### config.mk
export PLATFORM = sky130hd
export DESIGN_NAME = boot_sequencer
export DESIGN_NICKNAME = d
export VERILOG_FILES = /design/src/rtl/boot_sequencer.sv
export SDC_FILE = /design/constraint.sdc
export NUM_CORES = 1
export LEC_CHECK = 0
export ABC_AREA = 1
export CAP_MARGIN = 0
export CORE_MARGIN = 3
export CORE_UTILIZATION = 35
export CTS_CLUSTER_DIAMETER = 60
export CTS_CLUSTER_SIZE = 10
export DETAILED_ROUTE_END_ITERATION = 6
export GPL_TIMING_DRIVEN = 0
export PLACE_DENSITY = 0.84
export SYNTH_ARGS = -nofsm -noshare
export SYNTH_HDL_FRONTEND = slang
export SYNTH_SLANG_ARGS = --single-unit
### constraint.sdc
create_clock -name clk -period 1.5 [get_ports clk]
set_input_delay 0.225 -clock clk [delete_from_list [all_inputs] [get_ports clk]]
set_output_delay 0.225 -clock clk [all_outputs]
set_load 0.005 [all_outputs]
### src/rtl/boot_sequencer.sv
// rtl/boot_sequencer.sv - load/settle/run controller for the mips core
//
// Streams host program words into instruction memory, holds the core in reset
// while loading and for a settle window, releases it, then ends the run when
// the PC leaves the loaded image, on halt_req, or at an optional cycle limit.
//
// Ports:
//   clk           clock, rising edge
//   reset         asynchronous active-low reset
//   start         one-cycle pulse; begins a load from IDLE or DONE
//   load_valid    host word valid
//   load_data     host instruction word
//   load_last     final word of the program (qualified by load_valid)
//   load_ready    word accepted this cycle when high together with load_valid
//   halt_req      abort a load / stop a run
//   pc_in         core program counter
//   inst_we       core writeInst
//   inst_addr     core instAddress
//   inst_wdata    core inputInstruction
//   core_reset    core reset, active-high; low only while running
//   busy          LOAD, SETTLE or RUN
//   done          run finished; held until the next start
//   error         image truncated at MAX_WORDS; cleared by start
//   words_loaded  words written during the current load
//   state_o       IDLE=0 LOAD=1 SETTLE=2 RUN=3 DONE=4
module boot_sequencer #(
   parameter int          MAX_WORDS     = 64,
   parameter logic [31:0] BASE_ADDR     = 32'h0,
   parameter int          SETTLE_CYCLES = 4,
   parameter int          RUN_LIMIT     = 0
) (
   input  logic                           clk,
   input  logic                           reset,
   input  logic                           start,
   input  logic                           load_valid,
   input  logic [31:0]                    load_data,
   input  logic                           load_last,
   output logic                           load_ready,
   input  logic                           halt_req,
   input  logic [31:0]                    pc_in,
   output logic                           inst_we,
   output logic [31:0]                    inst_addr,
   output logic [31:0]                    inst_wdata,
   output logic                           core_reset,
   output logic                           busy,
   output logic                           done,
   output logic                           error,
   output logic [$clog2(MAX_WORDS+1)-1:0] words_loaded,
   output logic [2:0]                     state_o
);

   localparam int              WL_W       = $clog2(MAX_WORDS + 1);
   localparam int              SC_W       = $clog2(SETTLE_CYCLES + 1);
   localparam logic [WL_W-1:0] LAST_IDX   = WL_W'(MAX_WORDS - 1);
   localparam logic [SC_W-1:0] SETTLE_END = SC_W'(SETTLE_CYCLES);
   localparam logic [31:0]     RUN_END    = 32'(RUN_LIMIT - 1);
   localparam bit              HAS_LIMIT  = (RUN_LIMIT != 0);

   typedef enum logic [2:0] {
      S_IDLE   = 3'd0,
      S_LOAD   = 3'd1,
      S_SETTLE = 3'd2,
      S_RUN    = 3'd3,
      S_DONE   = 3'd4
   } state_t;

   state_t          state, state_d;
   logic [WL_W-1:0] wl_d;
   logic [SC_W-1:0] settle_cnt, settle_d;
   logic [31:0]     run_cnt, run_d;
   // Image length in bytes; the run ends when pc_in - BASE_ADDR reaches it.
   // A PC below BASE_ADDR wraps to a huge offset, so one unsigned compare
   // covers both ends of the image.
   logic [31:0]     img_bytes, img_d;
   logic            error_d;
   logic            we_d;
   logic [31:0]     addr_d, wdata_d;
   logic            hs;
   logic [31:0]     wr_addr;
   logic [31:0]     pc_off;

   assign state_o = state;

   always_comb begin
      state_d  = state;
      wl_d     = words_loaded;
      settle_d = settle_cnt;
      run_d    = run_cnt;
      img_d    = img_bytes;
      error_d  = error;

      hs      = load_valid && load_ready;
      wr_addr = BASE_ADDR + (32'(words_loaded) << 2);
      pc_off  = pc_in - BASE_ADDR;

      // Accepted word appears on the memory port one cycle later.
      we_d    = hs;
      addr_d  = hs ? wr_addr : inst_addr;
      wdata_d = hs ? load_data : inst_wdata;
      if (hs) begin
         wl_d = words_loaded + WL_W'(1);
      end

      case (state)
         S_IDLE, S_DONE: begin
            if (start) begin
               state_d = S_LOAD;
               wl_d    = '0;
               error_d = 1'b0;
            end
         end
         S_LOAD: begin
            if (halt_req) begin
               state_d = S_IDLE;
            end else if (hs && (load_last || words_loaded == LAST_IDX)) begin
               state_d  = S_SETTLE;
               settle_d = '0;
               img_d    = 32'(wl_d) << 2;
               if (!load_last) begin
                  error_d = 1'b1;
               end
            end
         end
         S_SETTLE: begin
            // The first SETTLE cycle carries the final write and is not
            // counted, so core_reset stays high SETTLE_CYCLES full cycles
            // after it.
            if (halt_req) begin
               state_d = S_IDLE;
            end else if (settle_cnt == SETTLE_END) begin
               state_d = S_RUN;
               run_d   = '0;
            end else begin
               settle_d = settle_cnt + SC_W'(1);
            end
         end
         S_RUN: begin
            if (halt_req || (pc_off >= img_bytes) || (HAS_LIMIT && run_cnt == RUN_END)) begin
               state_d = S_DONE;
            end else begin
               run_d = run_cnt + 32'd1;
            end
         end
         default: state_d = S_IDLE;
      endcase
   end

   always_ff @(posedge clk or negedge reset) begin
      if (!reset) begin
         state        <= S_IDLE;
         words_loaded <= '0;
         settle_cnt   <= '0;
         run_cnt      <= '0;
         img_bytes    <= '0;
         error        <= 1'b0;
         inst_we      <= 1'b0;
         inst_addr    <= BASE_ADDR;
         inst_wdata   <= '0;
         load_ready   <= 1'b0;
         core_reset   <= 1'b1;
         busy         <= 1'b0;
         done         <= 1'b0;
      end else begin
         state        <= state_d;
         words_loaded <= wl_d;
         settle_cnt   <= settle_d;
         run_cnt      <= run_d;
         img_bytes    <= img_d;
         error        <= error_d;
         inst_we      <= we_d;
         inst_addr    <= addr_d;
         inst_wdata   <= wdata_d;
         load_ready   <= (state_d == S_LOAD);
         core_reset   <= (state_d != S_RUN);
         busy         <= (state_d == S_LOAD) || (state_d == S_SETTLE) || (state_d == S_RUN);
         done         <= (state_d == S_DONE);
      end
   end

endmodule
# Yosys cells after proc, flatten, opt, wreduce, memory -nomap -nowiden
# Cells that the tools add are included.
# Widths: inputs -> output; s select.
totals:
  register_bits: 65
  inputBits: 70
  out_inout_bits: 80
  word_cells: 66
op_classes:
  addsub: 2
  order_cmp: 1
  eq_ne: 17
  muxes: 20
  n_bitwise: 1
  reduce_logical: 13
ops:
  columns: ["cell", "n"]
  rows:
  - ["$ge 32x9->1", 1]
  - ["$mux 3", 10]
  - ["$mux 7", 3]
  - ["$eq 3x2->1 const B", 4]
  - ["$ne 2x2->1 const B", 6]
  - ["$pmux 3 s4", 1]
  - ["$reduce_and 5->1", 2]
  - ["$eq 3x3->1 const B", 3]
  - ["$add 7x1->7 const B", 1]
  - ["$eq 7x6->1 const B", 1]
  - ["$eq 3x1->1 const B", 2]
  - ["$pmux 3 s2", 1]
  - ["$logic_or 1x1->1", 4]
  - ["$mux 1", 4]
  - ["$reduce_bool 2->1", 2]
  - ["$add 3x1->3 const B", 1]
  - ["$logic_not 3->1", 1]
  - ["$ne 3x2->1 const B", 1]
  - ["$reduce_and 3->1", 1]
  - ["$logic_and 1x1->1", 2]
  - ["$pmux 1 s2", 1]
  - ["$reduce_or 2->1", 1]
  - ["$not 1->1", 1]

# Depth between registers and ports, before layout
depth:
  depth_word: 9
  mapped_depth: 11
  mapped_depth_nobuf: 11

# Worst setup path before layout
# No wires, ideal clock.
synth_path:
  path_type: "register to register"
  start: "reg words_loaded[0]"
  end: "reg img_bytes[4]"
  setup_time_ns: 0.127
  t_arrival_ns: 1.280
  t_required_ns: 1.373
  slack_ns: 0.093
  stages_incl_launch_ff: 10
  synth_period_minus_slack_ns: 1.407
  path_cell_list: "dfrtp_1 > ha_1 > nand2_2 > nor2_4 > nand4_2 > nand2_2 > nand2_2 > buf_6 > nand2_1 > o21ai_2"
synth_via:
  elab_chain_len: 4
  elab_cells_between_ends: 6
synth_rtl:
  columns: ["element", "line_no", "rtl"]
  rows:
  - ["from (decl)", "48", "output logic [$clog2(MAX_WORDS+1)-1:0] words_loaded,"]
  - ["from (signal assigned)", "165", "words_loaded <= wl_d;"]
  - ["branches (longest 4 deep; another with $add 7x1->7)", null, null]
  - ["to (signal assigned)", "168", "img_bytes <= img_d;"]
  - ["to (decl)", "74", "logic [31:0] img_bytes, img_d;"]
# Several ways; the timed one is not identified.
# A chain may end at the register's enable or synchronous reset.

# Final worst setup path
layout_path:
  start: "reg words_loaded[0]"
  end: "reg img_bytes[7]"
# Same word-level chain as after synthesis.

==> flow_results.xml <==
<?xml version="1.0" encoding="UTF-8"?>
<metrics>
  <group name="status">
    <metric name="run_status" unit="">finished, final reports clean</metric>
  </group>
  <group name="timing">
    <metric name="hold-worst-slack" unit="ns">0.000728</metric>
    <metric name="worst_setup_skew_after_layout" unit="ns">0.00788</metric>
    <metric name="rsz0062_at_grt" unit="">true</metric>
    <metric name="finalCriticalPeriod" unit="ns">1.48</metric>
    <metric name="finalCritPeriodShare" unit="%">98.6</metric>
    <metric name="maxSlewHeadroom" unit="%">46.4</metric>
    <metric name="setup_viol_count_final" unit="">0</metric>
    <metric name="max_freq" unit="MHz">676</metric>
    <metric name="final_hold_viols" unit="">0</metric>
    <metric name="final-max-slew-violation-count" unit="">0</metric>
    <metric name="worst-slew-pin-transition" unit="ns">0.804</metric>
  </group>
  <group name="yosys">
    <metric name="yosys_register_bits" unit="">65</metric>
    <metric name="synth.cell_area" unit="µm²">3160</metric>
    <metric name="yosys.area_share.xor_xnor" unit="%">1.38</metric>
    <metric name="synth_simple_gate_area_share" unit="%">28.5</metric>
    <metric name="synth_mux_area_share" unit="%">0</metric>
    <metric name="async_reset_ff_share" unit="%">100</metric>
    <metric name="yosys_warnings" unit="">0</metric>
    <metric name="avgSynthCellArea" unit="µm²">8.16</metric>
    <metric name="ys.flop_type" unit="">dfrtp_1</metric>
    <metric name="synthCells" unit="">388</metric>
    <metric name="synth_seq_area_share" unit="%">51.4</metric>
    <metric name="dominant_combinational_cell_family_by_area_after_synthesis" unit="">simple AND/OR/NAND/NOR gates</metric>
    <metric name="synth-edff-count" unit="">0</metric>
    <metric name="post_synthesis_compound_gate_area_fraction" unit="%">2.85</metric>
    <metric name="number_of_distinct_library_cells_after_synthesis" unit="">24</metric>
    <metric name="adder_cell_area_share_of_the_yosys_netlist" unit="%">3.95</metric>
  </group>
  <group name="clock_network">
    <metric name="htree_num_levels" unit="">3</metric>
    <metric name="clk_root_buffer_cell" unit="">clkbuf_8</metric>
    <metric name="clock-sinks" unit="">65</metric>
    <metric name="post_cts_hold_buffer_count" unit="">0</metric>
    <metric name="number_of_buffers_inserted_during_clock_tree_synthesis" unit="">9</metric>
    <metric name="clock_latency" unit="ns">0.32</metric>
    <metric name="clkSlewWorstSetupHoldPaths" unit="ns">0.07</metric>
    <metric name="clockBufferDepth" unit="">2</metric>
    <metric name="cts_tree" unit="">done</metric>
  </group>
  <group name="placement">
    <metric name="place_congestion" unit="">0.752</metric>
    <metric name="portBuffers" unit="">124</metric>
    <metric name="place_hpwl" unit="µm">6330</metric>
  </group>
  <group name="global_route">
    <metric name="grt_pass1_wl" unit="µm">12900</metric>
    <metric name="first_global_vias" unit="">2840</metric>
    <metric name="grt.overflow.total" unit="">0</metric>
    <metric name="antenna_found_initial" unit="">0</metric>
    <metric name="maximum_number_of_pins_on_one_net_before_global_route_repair" unit="">66</metric>
    <metric name="groute.usage.overall" unit="%">15.8</metric>
  </group>
  <group name="pwr">
    <metric name="max-vdd-ir-drop" unit="mV">0.785</metric>
    <metric name="share_clk_of_total_power" unit="%">18.7</metric>
    <metric name="sw_frac_of_total" unit="%">32.4</metric>
    <metric name="power_report.internal_total" unit="µW">4730</metric>
    <metric name="total_switching_power" unit="µW">2270</metric>
    <metric name="cellPowerDensity" unit="nW/µm²">1390</metric>
    <metric name="share_comb_of_total_power" unit="%">42.7</metric>
    <metric name="p_leak" unit="µW">0.00255</metric>
    <metric name="sequentialPowerShare" unit="%">38.6</metric>
    <metric name="total_power" unit="µW">6990</metric>
  </group>
  <group name="floorplanning">
    <metric name="placement_rows" unit="">34</metric>
    <metric name="pin_count" unit="">150</metric>
    <metric name="die_y" unit="µm">101</metric>
    <metric name="horizontal_die_dimension" unit="µm">101</metric>
    <metric name="core_region_area" unit="µm²">8760</metric>
    <metric name="starting_density" unit="%">36.1</metric>
    <metric name="die-area" unit="µm²">10200</metric>
  </group>
  <group name="cells_and_area">
    <metric name="number_of_fill_cells_in_the_layout" unit="">775</metric>
    <metric name="combined_area_of_the_multi_input_logic_cells" unit="µm²">1380</metric>
    <metric name="layout_net_count" unit="">641</metric>
    <metric name="antenna-diode-count" unit="">0</metric>
    <metric name="post_route_cells_drive_above_1_share" unit="%">17.5</metric>
    <metric name="final_common_cell" unit="">nand2_1</metric>
    <metric name="syn2layout_area_growth" unit="%">59.5</metric>
    <metric name="most-common-layout-cells" unit="">nand2_1, clkdlybuf4s50_1, dfrtp_1</metric>
    <metric name="layout.area.seq" unit="µm²">1630</metric>
    <metric name="post-route-util" unit="%">57.6</metric>
  </group>
  <group name="route">
    <metric name="postRouteWirelength" unit="µm">8310</metric>
    <metric name="postRouteAntennaNets" unit="">0</metric>
    <metric name="drtPass1Iterations" unit="">5</metric>
    <metric name="route.detailed.wl_per_inst" unit="µm">12.3</metric>
    <metric name="route.detailed.vias_per_inst" unit="">4.36</metric>
    <metric name="dr_total_vias" unit="">2938</metric>
    <metric name="first_drt_iteration_drcs" unit="">106</metric>
    <metric name="remaining_drc_errors" unit="">0</metric>
  </group>
  <group name="worst_setup_path">
    <metric name="timing.rr.start" unit="">words_loaded[0]</metric>
    <metric name="critPathKind" unit="">flip-flop to flip-flop</metric>
    <metric name="end_kind" unit="">flip-flop</metric>
    <metric name="r2r_end" unit="">img_bytes[7]</metric>
    <metric name="reg2reg_depth" unit="">9</metric>
    <metric name="crit_required" unit="ns">1.70</metric>
    <metric name="worstPathMaxFanout" unit="">5</metric>
    <metric name="reg2reg_slack" unit="ns">0.02</metric>
    <metric name="critical_path.startpoint_type" unit="">flip-flop</metric>
    <metric name="worst_ep_arrival_time" unit="ns">1.68</metric>
  </group>
  <group name="hold_path">
    <metric name="timing.hold.worst.class" unit="">primary input to async pin</metric>
  </group>
  <group name="run">
    <metric name="maxCapViolCount" unit="">0</metric>
  </group>
</metrics>
==> cell type report <==
class / count / share of cell area [%]
multi-input cells: 279 / 27.4
plain buffers: 35 / 4.96
clock inverters: 2 / 0.248
well taps: 108 / 2.68
flip-flops and latches: 65 / 32.3
clock buffers: 14 / 3.22
inverters: 33 / 2.45
repair buffers: 138 / 26.8
==> cell usage after synthesis, types with 2 or more instances <==
cell type | instances | area (µm²)
o21ai_2 | 4 | 35.0
xor2_1 | 2 | 17.5
nand3b_1 | 3 | 22.5
buf_4 | 25 | 188
inv_1 | 32 | 120
nand2_2 | 4 | 25.0
buf_2 | 7 | 35.0
dfrtp_1 | 64 | 1600
ha_1 | 10 | 125
buf_6 | 2 | 22.5
nand3_1 | 10 | 50.1
nand4_1 | 4 | 25.0
o21ai_0 | 5 | 25.0
nor2_1 | 37 | 139
xnor2_1 | 3 | 26.3
o21ai_1 | 3 | 15.0
nand2_1 | 164 | 616
a21oi_1 | 3 | 15.0
==> worst max-delay path by stage <==
stage	startpoint	end	slack (ns)	depth (start not counted)
finish	words_loaded[0]	img_bytes[7]	0.02	9
global route	words_loaded[0]	img_bytes[7]	-0.11	9
detailed placement	pc_in[7]	busy	-0.26	9
floorplan	words_loaded[0]	img_bytes[4]	0.09	9
CTS	img_bytes[7]	busy	0.0009	9
global placement	reset	done	-1.88	1
==> through the flow <==
step / TNS, ns / setup slack (ns) / instance area [µm²] / std cells
after floorplan: 0 / 0.0929 / 3250 / 412
after global placement: -126.95 / -1.88 / 4630 / 644
after detailed placement: -6.24 / -0.262 / 4630 / 644
after CTS: 0 / 0.000913 / 4900 / 670
after global routing: -0.573 / -0.112 / 5050 / 674
final: 0 / 0.0209 / 5050 / 674
==> routing by layer <==
metal | track usage [%] | up-vias | wire [µm]
li1 | - | 1484 | -
met1 | 18.8 | 1332 | 3350
met2 | 27.6 | 109 | 4200
met3 | 4.98 | 13 | 650
met4 | 4.29 | 0 | 116
met5 | 0 | - | 0
==> what timing repair did <==
item,CTS,global route
setup buffers,9,4
setup endpoints to repair,21,21
pin swaps,3,10
gates resized for setup,12,28
cloned,1,0
==> flip-flops by register name, indices dropped and copies added, names as in the netlist <==
signal and cells:
settle_cnt 3, core_reset 1, done 1, error 1, img_bytes 7, words_loaded 7
busy 1, inst_we 1, load_ready 1, state_o 3, inst_addr 7, inst_wdata 32
==> critical path: stages (launching register included) <==
cell and delay (ns):
dfrtp_1 0.38, ha_2 0.20, nand2_2 0.08, nor2_4 0.11, nand4_4 0.13, nand2_4 0.10
nand2_4 0.07, buf_6 0.15, nand2_1 0.07, o21ai_1 0.08
==> cell families (layout without fill, tap and decap cells) <==
group | after synthesis | in the layout
simple gates | 224 | 224
buf+inv | 68 | 222
flops | 65 | 65
compound gates | 15 | 15
fa+ha+maj | 10 | 10
xor+xnor | 5 | 5
other cells | 1 | 25
==> power groups by stage <==
stage | clock network, µW | logic, µW | registers (µW)
3_5_place_dp | 0 | 2830 | 2750
3_3_place_gp | 0 | 2730 | 2720
5_1_grt | 1430 | 3330 | 2770
6_report | 1310 | 2990 | 2700
4_1_cts | 1370 | 2920 | 2710
2_1_floorplan | 0 | 1120 | 2760
Power figures use the tool's default switching activity.
